==> src/rtl/hazard_perf_counters.sv <==
// Saturating stall/flush event counters for the hazard sequencer.
module hazard_perf_counters #(
  parameter int unsigned CNT_WIDTH = 16
) (
  input  logic                 clk,
  input  logic                 rst_n,
  input  logic                 mem_stall_i,
  input  logic                 lu_bubble_i,
  input  logic                 redirect_i,
  output logic [CNT_WIDTH-1:0] stall_mem_cnt_o,
  output logic [CNT_WIDTH-1:0] stall_lu_cnt_o,
  output logic [CNT_WIDTH-1:0] flush_cnt_o
);

  logic [CNT_WIDTH-1:0] mem_q, mem_d;
  logic [CNT_WIDTH-1:0] lu_q, lu_d;
  logic [CNT_WIDTH-1:0] fl_q, fl_d;

  always_comb begin
    mem_d = mem_q;
    lu_d  = lu_q;
    fl_d  = fl_q;
    if (mem_stall_i && (mem_q != '1)) mem_d = mem_q + 1'b1;
    if (lu_bubble_i && (lu_q != '1))  lu_d  = lu_q + 1'b1;
    if (redirect_i && (fl_q != '1))   fl_d  = fl_q + 1'b1;
  end

  always_ff @(posedge clk or negedge rst_n) begin
    if (!rst_n) begin
      mem_q <= '0;
      lu_q  <= '0;
      fl_q  <= '0;
    end else begin
      mem_q <= mem_d;
      lu_q  <= lu_d;
      fl_q  <= fl_d;
    end
  end

  assign stall_mem_cnt_o = mem_q;
  assign stall_lu_cnt_o  = lu_q;
  assign flush_cnt_o     = fl_q;

endmodule

==> config.mk <==
export PLATFORM = sky130hd
export DESIGN_NAME = hazard_perf_counters
export DESIGN_NICKNAME = d
export VERILOG_FILES = /design/src/rtl/hazard_perf_counters.sv
export SDC_FILE = /design/constraint.sdc
export NUM_CORES = 1
export LEC_CHECK = 0
export CORE_ASPECT_RATIO = 0.5
export CORE_MARGIN = 4
export CORE_UTILIZATION = 25
export CTS_CLUSTER_SIZE = 25
export DETAILED_ROUTE_END_ITERATION = 7
export GPL_ROUTABILITY_DRIVEN = 1
export PLACE_DENSITY_LB_ADDON = 0.08
export RECOVER_POWER = 100
export SETUP_SLACK_MARGIN = 0.3
export SLEW_MARGIN = 20
export SYNTH_ARGS = -nofsm -noshare
export SYNTH_HDL_FRONTEND = slang
export SYNTH_SLANG_ARGS = --single-unit
==> constraint.sdc <==
create_clock -name clk -period 2.8 [get_ports clk]
set_clock_uncertainty 0.15 [all_clocks]
set_input_delay 0.56 -clock clk [delete_from_list [all_inputs] [get_ports clk]]
set_output_delay 0.56 -clock clk [all_outputs]
set_load 0.03 [all_outputs]
### Word-level counts from Yosys, hierarchy flattened

Index checks and enable logic that the tools add are counted.

* memories: 0
* bits in writable memories: 0
* word-level logic and storage cells: 12
* ROM bits: 0
* bits in latches: 0
* input bits: 5
* register bits: 48

* reductions and logical operators: 3
* div/mod/pow operators: 0
* $lt $le $gt $ge: 0
* eq/ne operators: 3
* shift-type cells: 0
* bitwise operators: 0
* multiply operators: 0
* multiplexer cells: 0
* $add $sub $neg: 3

Operators by type and width (number)
* adder 16 x 1 -> 16 bit, second input constant: 3
* inequality test 16 bit, second input constant: 3
* logical AND 1 bit: 3

### Depth between registers and ports, before layout

Gate-level depths: netlist of run 1.

* depth in word-level cells: 2
* depth in mapped cells: 5

### Worst setup path before layout of run 1

No wires, ideal clock.

* kind: register -> register
* from: reg fl_q[0] (netlist: flush_cnt_o[0])
* to: reg fl_q[1] (netlist: flush_cnt_o[1])
* clock period less this slack: 2.030 ns
* cell stages (with the launch flop): 6
* setup time: 0.125 ns
* path buffers: 0
* arrival: 1.755 ns
* slack: 0.770 ns
* path through: dfrtp_1 -> ha_1 -> nand4_1 -> nor4_4 -> a21boi_2 -> mux2_4

* cells in the longest elaborated chain, start to end: 2

Ends and longest elaborated chain
* start, declared: RTL line 17 `logic [CNT_WIDTH-1:0] fl_q, fl_d;`
* start signal, assigned: RTL line 36 `fl_q <= fl_d;`
* branches (longest 2 deep; another with adder 16 x 1 -> 16 bit)

Parallel ways; which one is timed is not known.
A chain may end at the register's enable or synchronous reset.

### Worst setup path after layout of run 1

Ends and elaborated chain as after synthesis.

==> impl_metrics.py, run 1 <==
metrics = {
    "status": {
        "status": "finished clean",
    },
    "placed_design": {
        "numPortBuffers": 52,
        "gp_congestion": 0.739,
        "dp.final_hpwl_um": 4350,
        "dpl-instance-area_um2": 3120,
    },
    "logic_synthesis": {
        "synth_edf_count": 0,
        "syn_nets": 231,
        "synth_seq_area_share": 0.498,
        "synth_cells": 223,
        "syn_area_um2": 2410,
        "synth.avg_cell_area_um2": 10.8,
        "async_flop_share": 1.00,
        "ys.flop_type": "dfrtp_1",
        "ys_warn_count": 0,
        "yosysUniqueCellTypes": 39,
        "ys_seq_elements": 48,
    },
    "clocking": {
        "clock_sinks": 48,
        "htreeDepth": 2,
        "clockBufferDepth": 2,
        "post-cts-setup-buffers": 0,
        "cts_tree": "built",
        "ctsHoldBuffers": 0,
        "cts_resized": 0,
        "path_clk_slew_ns": 0.06,
        "cts_buffers": 5,
        "insertion_delay_ns": 0.29,
        "cts-root-buf": "clkbuf_16",
    },
    "timing": {
        "final_hold_viol_count": 0,
        "rsz0062_at_grt": "false",
        "min_period_over_period": 0.829,
        "min_period_ns": 2.32,
        "fmax_mhz": 431,
        "tns_ns": 0,
        "slew_headroom": 0.161,
        "setup_violations": 0,
        "maxSlewViolCount": 0,
        "worstMarginPinSlew_ns": 1.26,
    },
    "global_route": {
        "grt_overflow": 0,
        "grt_pass1_wl_um": 10400,
        "first_global_vias": 2032,
        "grt_max_degree": 23,
        "grt_usage": 0.111,
        "antenna_found_initial": 0,
    },
    "power": {
        "total_power_uw": 2560,
        "irDropWorstVdd_uv": 324,
        "leakagePower_uw": 0.00138,
        "p_seq_frac": 0.411,
        "powerDensity_nw_per_um2": 800,
        "clock_power_share": 0.238,
        "comb_power_share": 0.351,
        "p_sw_uw": 1010,
        "switching_share": 0.393,
        "internal_power_uw": 1560,
    },
    "die": {
        "die_y_um": 77.4,
        "dieArea_um2": 11400,
        "rows": 25,
        "die_x_um": 147,
        "ioPinCount": 53,
        "core-area_um2": 9420,
        "start_util": 0.256,
    },
    "setup_path": {
        "critPathCaptureType": "register",
        "required_ns": 2.82,
        "crit_family": "simple AND/OR/NAND/NOR gates",
        "critPathArrivalTime_ns": 2.34,
        "critPathMaxFanout": 9,
        "cp-start-kind": "register",
        "critical_path_buf_inv_count": 0,
        "cp_cell_sequence": "ha_1 > nand4_1 > nor4_2 > a21boi_2 > mux2_1",
        "slowest_delay_ns": 0.72,
        "crit_type": "reg -> reg",
        "slowest_stage": "nor4_2",
    },
    "job": {
        "max_cap_viol_count": 0,
    },
    "routing": {
        "dr_wl_met2_um": 2840,
        "drtAntennaViolNets": 0,
        "topRoutingLayerUsed": "met4",
        "wl_per_cell_um": 14.2,
        "drc": 0,
        "wl_met1_um": 2790,
        "vias": 1987,
        "wl_met3_um": 288,
        "first_pass_iters": 4,
        "drt_iter0_drc": 61,
        "via_per_inst": 4.72,
        "routed_wl_um": 5960,
    },
    "finish": {
        "n_antenna_cell": 0,
        "regArea_um2": 1200,
        "multiInputGateArea_um2": 1140,
        "final_common_cell": "dlygate4sd3_1",
        "n_fill_cell": 992,
        "final_cell_mix": "51 x dlygate4sd3_1, 48 x dfrtp_1, 20 x nand4_1",
        "post-route-cell-area_um2": 3210,
        "synthToLayoutAreaGrowth_pct": 33.0,
        "drive_gt1_frac": 0.0769,
        "nets": 293,
    },
    "min_path": {
        "hp-class": "reg -> reg",
    },
}
per-stage QoR:
step,std cells,util,setup WS [ns],hold slack [ns]
floorplan,223,-,0.770,0.114
global placement,413,0.331,0.383,0.335
detailed placement,413,0.331,0.350,0.342
CTS,421,0.347,0.581,0.118
global route,421,0.341,0.317,0.370
finish,421,0.341,0.480,0.342
power by group through the flow:
stage	Clock, uW	Combinational, uW	Sequential, uW
after floorplan	0	292	1330
after CTS	646	984	1070
after detailed placement	0	980	1080
after global placement	0	979	1080
after global routing	668	969	1090
final	611	900	1050
per-layer routing:
metal	global-route usage	up-vias
met3	0.0350	7
met5	0	-
met4	0.0225	0
met1	0.145	976
met2	0.182	40
li1	-	964
synth_stat cells, drive strengths merged (4+ instances only):
master	instances	area [um^2]
and3	8	50.1
or2	4	25.0
nand3	15	92.6
xor2	14	123
nand4	20	138
xnor2	14	123
mux2	7	82.6
inv	5	18.8
a21oi	11	55.1
nor2	16	60.1
nor4	9	92.6
dfrtp	48	1200
nor3	5	25.0
a31oi	4	25.0
o21ai	6	30.0
nand2	13	48.8
kinds of logic after synthesis:
group                      after synthesis  share of synthesized area
and+or+nand+nor                        100                      0.253
DFF                                     48                      0.498
AOI/OAI and AO/OA                       32                     0.0898
xor gates and xnor gates                28                      0.102
muxes                                    7                     0.0342
buffers and inverters                    5                    0.00778
adders and majority gates                3                     0.0156
area by class of cell:
type                            count  area share
Clock buffer                        8      0.0456
Inverter                            5     0.00585
Timing Repair Buffer               55       0.165
Multi-Input combinational cell    170       0.356
Tap cell                          135      0.0527
Sequential cell                    48       0.375
flip-flops by register name, summed over array words and instances (netlist names):
register,count
stall_lu_cnt_o,16
flush_cnt_o,16
stall_mem_cnt_o,16
path summary, 6_finish.rpt:
| kind | startpoint | endpoint | slack [ns] | depth (start not counted) |
|---|---|---|---|---|
| setup reg to reg | flush_cnt_o[0] | flush_cnt_o[1] | 0.48 | 5 |
| hold / removal | flush_cnt_o[15] | flush_cnt_o[15] | 0.34 | 1 |
| max in group asynchronous | rst_n | flush_cnt_o[4] | 0.99 | 2 |
| setup / recovery | flush_cnt_o[0] | flush_cnt_o[1] | 0.48 | 5 |
| hold reg to reg | flush_cnt_o[15] | flush_cnt_o[15] | 0.34 | 1 |
| min in group asynchronous | rst_n | flush_cnt_o[11] | 0.37 | 1 |
worst register-to-register path, stage by stage (launching register included):
cell and delay [ns]:
dfrtp_1 0.43, ha_1 0.27, nand4_1 0.13, nor4_2 0.72
a21boi_2 0.16, mux2_1 0.34
Power figures use the tool's default switching activity.
==> run 2, diff against run 1 <==
Clock period 2.8 ns to 2.2 ns, I/O delays scaled along.
==> run 2 against run 1 <==
Total power is 27% higher. Final area is 3.0% higher. Largest power group unchanged. Highest routed layer unchanged. Combinational power is 24% higher. Cell count is 2.9% higher. Register-to-register slack worse by 0.24 ns. Non-clock buffer count is 12 higher. Hold slack worse by 0.010 ns. Sequential cell count stayed put. Sequential power is 30% higher. Critical path depth stayed put.
==> impl_metrics.py, run 2 (synthesized netlist as in run 1, its figures left out) <==
metrics = {
    "status": {
        "status": "finished clean",
    },
    "finish": {
        "drive_gt1_frac": 0.148,
        "multiInputGateArea_um2": 1210,
        "synthToLayoutAreaGrowth_pct": 37.0,
        "post-route-cell-area_um2": 3300,
        "n_fill_cell": 999,
        "final_cell_mix": "48 x dlygate4sd2_1, 41 x dfrtp_1, 19 x nand4_1",
        "finalNonFillerCells": 433,
        "nets": 305,
        "n_antenna_cell": 0,
        "final_common_cell": "dlygate4sd2_1",
        "regArea_um2": 1210,
    },
    "die": {
        "die_x_um": 147,
        "start_util": 0.256,
        "rows": 25,
        "ioPinCount": 53,
        "die_y_um": 77.4,
        "dieArea_um2": 11400,
        "core-area_um2": 9420,
    },
    "setup_path": {
        "slowest_delay_ns": 0.45,
        "critPathArrivalTime_ns": 1.99,
        "slowest_stage": "dfrtp_1",
        "critPathMaxFanout": 5,
        "cp_cell_sequence": "ha_4 > nand4_1 > nor4_4 > a21boi_0 > mux2_4",
        "crit_family": "simple AND/OR/NAND/NOR gates",
        "required_ns": 2.22,
        "critical_path_buf_inv_count": 0,
        "reg2reg_slack_ns": 0.23,
        "critPathCaptureType": "register",
        "crit_type": "reg -> reg",
        "cp-start-kind": "register",
    },
    "timing": {
        "worstMarginPinSlew_ns": 0.684,
        "fmax_mhz": 509,
        "min_period_over_period": 0.893,
        "final_hold_viol_count": 0,
        "tns_ns": 0,
        "maxSlewViolCount": 0,
        "min_period_ns": 1.97,
        "slew_headroom": 0.544,
        "setup_violations": 0,
        "rsz0062_at_grt": "true",
    },
    "global_route": {
        "grt_pass1_wl_um": 10300,
        "first_global_vias": 2032,
        "grt_overflow": 0,
        "grt_max_degree": 49,
        "grt_usage": 0.111,
        "antenna_found_initial": 0,
    },
    "placed_design": {
        "placed_cells": 422,
        "gp_congestion": 0.781,
        "dpl-instance-area_um2": 3230,
        "dp.final_hpwl_um": 4450,
        "numPortBuffers": 52,
    },
    "routing": {
        "wl_per_cell_um": 14.0,
        "first_pass_iters": 4,
        "drt_iter0_drc": 67,
        "via_per_inst": 4.64,
        "vias": 2008,
        "routed_wl_um": 6080,
        "drtAntennaViolNets": 0,
        "drc": 0,
    },
    "min_path": {
        "hp-class": "reg -> reg",
    },
    "clocking": {
        "insertion_delay_ns": 0.29,
        "path_clk_slew_ns": 0.06,
        "cts_buffers": 5,
        "cts-root-buf": "clkbuf_16",
        "clockBufferDepth": 2,
        "cts_tree": "built",
        "clock_sinks": 48,
        "htreeDepth": 2,
    },
    "power": {
        "irDropWorstVdd_uv": 471,
        "leakagePower_uw": 0.00150,
        "powerDensity_nw_per_um2": 988,
    },
    "job": {
        "max_cap_viol_count": 0,
    },
}
[run 2: changes by cell type in the layout (fill, tap and decap cells not counted), sizes merged]
| cell | change |
|---|---|
| dlygate4sd3 | -49 |
| clkbuf | +4 |
| buf | +7 |
| dlygate4sd2 | +48 |
| clkdlybuf4s50 | +2 |
[run 2: power by group]
| part | total (uW) | internal [uW] | switching [uW] |
|---|---|---|---|
| clock network | 773 | 454 | 319 |
| logic | 1120 | 423 | 700 |
| registers | 1370 | 1080 | 290 |
[run 2: repair_timing]
action / CTS / global route
hold endpoints to repair: 35 / 0
gates cloned: 0 / 0
endpoints found under the setup margin: 54 / 15
hold buffers: 1 / 0
setup buffers: 0 / 2
pin swaps: 2 / 1
gates resized for setup: 50 / 9
[run 2: final timing paths]
kind                                     from                  to  cells after the start
setup / recovery               flush_cnt_o[0]      flush_cnt_o[1]                      5
hold / removal             stall_lu_cnt_o[11]  stall_lu_cnt_o[11]                      1
setup reg to reg               flush_cnt_o[0]      flush_cnt_o[1]                      5
hold reg to reg            stall_lu_cnt_o[11]  stall_lu_cnt_o[11]                      1
max in group asynchronous               rst_n  stall_mem_cnt_o[8]                      3
min in group asynchronous               rst_n  stall_lu_cnt_o[12]                      3
[run 2: area by class of cell]
class / count / area share
inverters: 5 / 0.00568
clock buffers: 8 / 0.0443
flip-flops and latches: 48 / 0.366
multi-input cells: 170 / 0.367
well taps: 135 / 0.0511
repair buffers: 67 / 0.166
[run 2: layer usage]
metal  vias up  GRT usage  wire, um
li1        978          -         -
met1       989      0.153      3070
met2        34      0.168      2640
met3         7     0.0362       290
met4         0     0.0310        71
met5         -          0         0
[run 2: through the flow]
stage / total power [uW] / util / hold WS, ns / setup WS [ns]
after floorplan: 2110 / - / -0.00559 / 0.233
after global placement: 2680 / 0.343 / 0.301 / 0.00363
after detailed placement: 2690 / 0.343 / 0.307 / -0.0695
after CTS: 3370 / 0.355 / 0.338 / 0.298
after global routing: 3480 / 0.351 / 0.353 / 0.157
final: 3260 / 0.351 / 0.332 / 0.235
==> run 3, diff against run 2 <==
Settings changed: CORE_UTILIZATION 25 to 24, RECOVER_POWER 100 to not set.
==> run 3 against run 2 <==
Critical path depth fell by 1. Worst setup slack improved by 0.15 ns. Fmax rose by 8.2%. Clock power rose by 2%. Critical endpoint unchanged.
==> impl_metrics.py, run 3 (synthesized netlist as in run 1, its figures left out) <==
metrics = {
    "timing": {
        "worstMarginPinSlew_ns": 0.527,
        "slew_headroom": 0.649,
        "holdWs_ns": 0.336,
        "min_period_over_period": 0.825,
        "rsz0062_at_grt": "true",
        "setup_violations": 0,
        "min_period_ns": 1.82,
        "final_hold_viol_count": 0,
        "tns_ns": 0,
        "fmax_mhz": 551,
        "maxSlewViolCount": 0,
    },
    "setup_path": {
        "cp_cell_sequence": "nand4_1 > nor4_4 > a21boi_2 > mux2_4",
        "cp-start-kind": "register",
        "slowest_delay_ns": 0.42,
        "critPathMaxFanout": 6,
        "crit_type": "reg -> reg",
        "critPathArrivalTime_ns": 1.84,
        "critPathCaptureType": "register",
        "required_ns": 2.22,
        "slowest_stage": "dfrtp_1",
    },
    "clocking": {
        "insertion_delay_ns": 0.29,
        "clockBufferDepth": 2,
        "cts_tree": "built",
        "cts_buffers": 5,
        "path_clk_slew_ns": 0.06,
        "htreeDepth": 2,
        "clock_sinks": 48,
        "cts-root-buf": "clkbuf_16",
    },
    "routing": {
        "vias": 2002,
        "drt_iter0_drc": 58,
        "drtAntennaViolNets": 0,
        "wl_per_cell_um": 14.1,
        "first_pass_iters": 4,
        "via_per_inst": 4.58,
        "routed_wl_um": 6170,
        "drc": 0,
    },
    "power": {
        "powerDensity_nw_per_um2": 982,
        "leakagePower_uw": 0.00157,
        "irDropWorstVdd_uv": 463,
    },
    "die": {
        "die_x_um": 150,
        "ioPinCount": 53,
        "core-area_um2": 9600,
        "rows": 25,
        "die_y_um": 78.9,
        "dieArea_um2": 11800,
        "start_util": 0.251,
    },
    "status": {
        "status": "finished clean",
    },
    "finish": {
        "drive_gt1_frac": 0.238,
        "final_cell_mix": "48 x dlygate4sd2_1, 31 x dfrtp_1, 18 x nand4_1",
        "nets": 309,
        "regArea_um2": 1220,
        "synthToLayoutAreaGrowth_pct": 43.1,
        "multiInputGateArea_um2": 1280,
        "final_common_cell": "dlygate4sd2_1",
        "n_antenna_cell": 0,
        "n_fill_cell": 989,
        "post-route-cell-area_um2": 3450,
    },
    "global_route": {
        "antenna_found_initial": 0,
        "grt_overflow": 0,
        "grt_max_degree": 22,
        "grt_usage": 0.113,
        "grt_pass1_wl_um": 10600,
        "first_global_vias": 1974,
    },
    "placed_design": {
        "dpl-instance-area_um2": 3270,
        "numPortBuffers": 52,
        "gp_congestion": 0.775,
        "dp.final_hpwl_um": 4650,
    },
    "job": {
        "max_cap_viol_count": 0,
    },
    "min_path": {
        "hp-class": "reg -> reg",
    },
}
==> run 3: cell types whose count changed in the layout (fill, tap and decap cells not counted), sizes merged <==
cell / before / now
buf: 8 / 19
clkbuf: 15 / 8
dlygate4sd3: 2 / 1
dlymetal6s2s: 0 / 1
==> run 3: per-layer routing <==
metal  part of all wire  track usage  vias up
li1                   -            -      988
met4              0.010       0.0246        0
met2               0.42        0.157       54
met3              0.063       0.0359        7
met5                  0            0        -
met1               0.51        0.168      953
==> run 3: cell type report <==
type                    count  area share
flip-flops and latches     48       0.354
inverters                   5     0.00544
multi-input cells         170       0.371
clock buffers               8      0.0424
repair buffers             71       0.178
well taps                 135      0.0489
==> run 3: worst max-delay path, delay by kind of cell, from the launching register on <==
family,cells,cell delay [ns]
flops,1,0.42
compound gates,1,0.13
mux,1,0.31
simple gates,2,0.70
==> run 3: report_power, final <==
group	switching (uW)	internal (uW)
logic	727	475
registers	308	1090
clock network	333	455
total	1370	2020
==> run 3: what timing repair did <==
| item | 4_1_cts | 5_1_grt |
|---|---|---|
| hold endpoints to repair | 18 | 0 |
| hold buffers | 1 | 0 |
| buffers inserted | 0 | 1 |
| pin swaps | 0 | 6 |
| resized for setup | 50 | 11 |
| endpoints found under the setup margin | 50 | 25 |
==> run 3: final timing paths <==
| path | from | to | slack (ns) | cells after the start |
|---|---|---|---|---|
| max | flush_cnt_o[12] | flush_cnt_o[1] | 0.38 | 4 |
| min | stall_lu_cnt_o[14] | stall_lu_cnt_o[14] | 0.34 | 1 |
| max reg2reg | flush_cnt_o[12] | flush_cnt_o[1] | 0.38 | 4 |
| min reg2reg | stall_lu_cnt_o[14] | stall_lu_cnt_o[14] | 0.34 | 1 |
| max in group asynchronous | rst_n | stall_lu_cnt_o[14] | 0.84 | 3 |
| min in group asynchronous | rst_n | stall_lu_cnt_o[3] | 0.51 | 2 |
==> run 3: through the flow <==
| step | utilization | total power (uW) | worst slack [ns] | cells |
|---|---|---|---|---|
| finish | 0.359 | 3390 | 0.384 | 437 |
| global route | 0.359 | 3610 | 0.255 | 437 |
| CTS | 0.352 | 3390 | 0.311 | 436 |
| detailed placement | 0.341 | 2710 | 0.00274 | 427 |
| global placement | 0.341 | 2700 | 0.0415 | 427 |
| floorplan | - | 2110 | 0.233 | 223 |
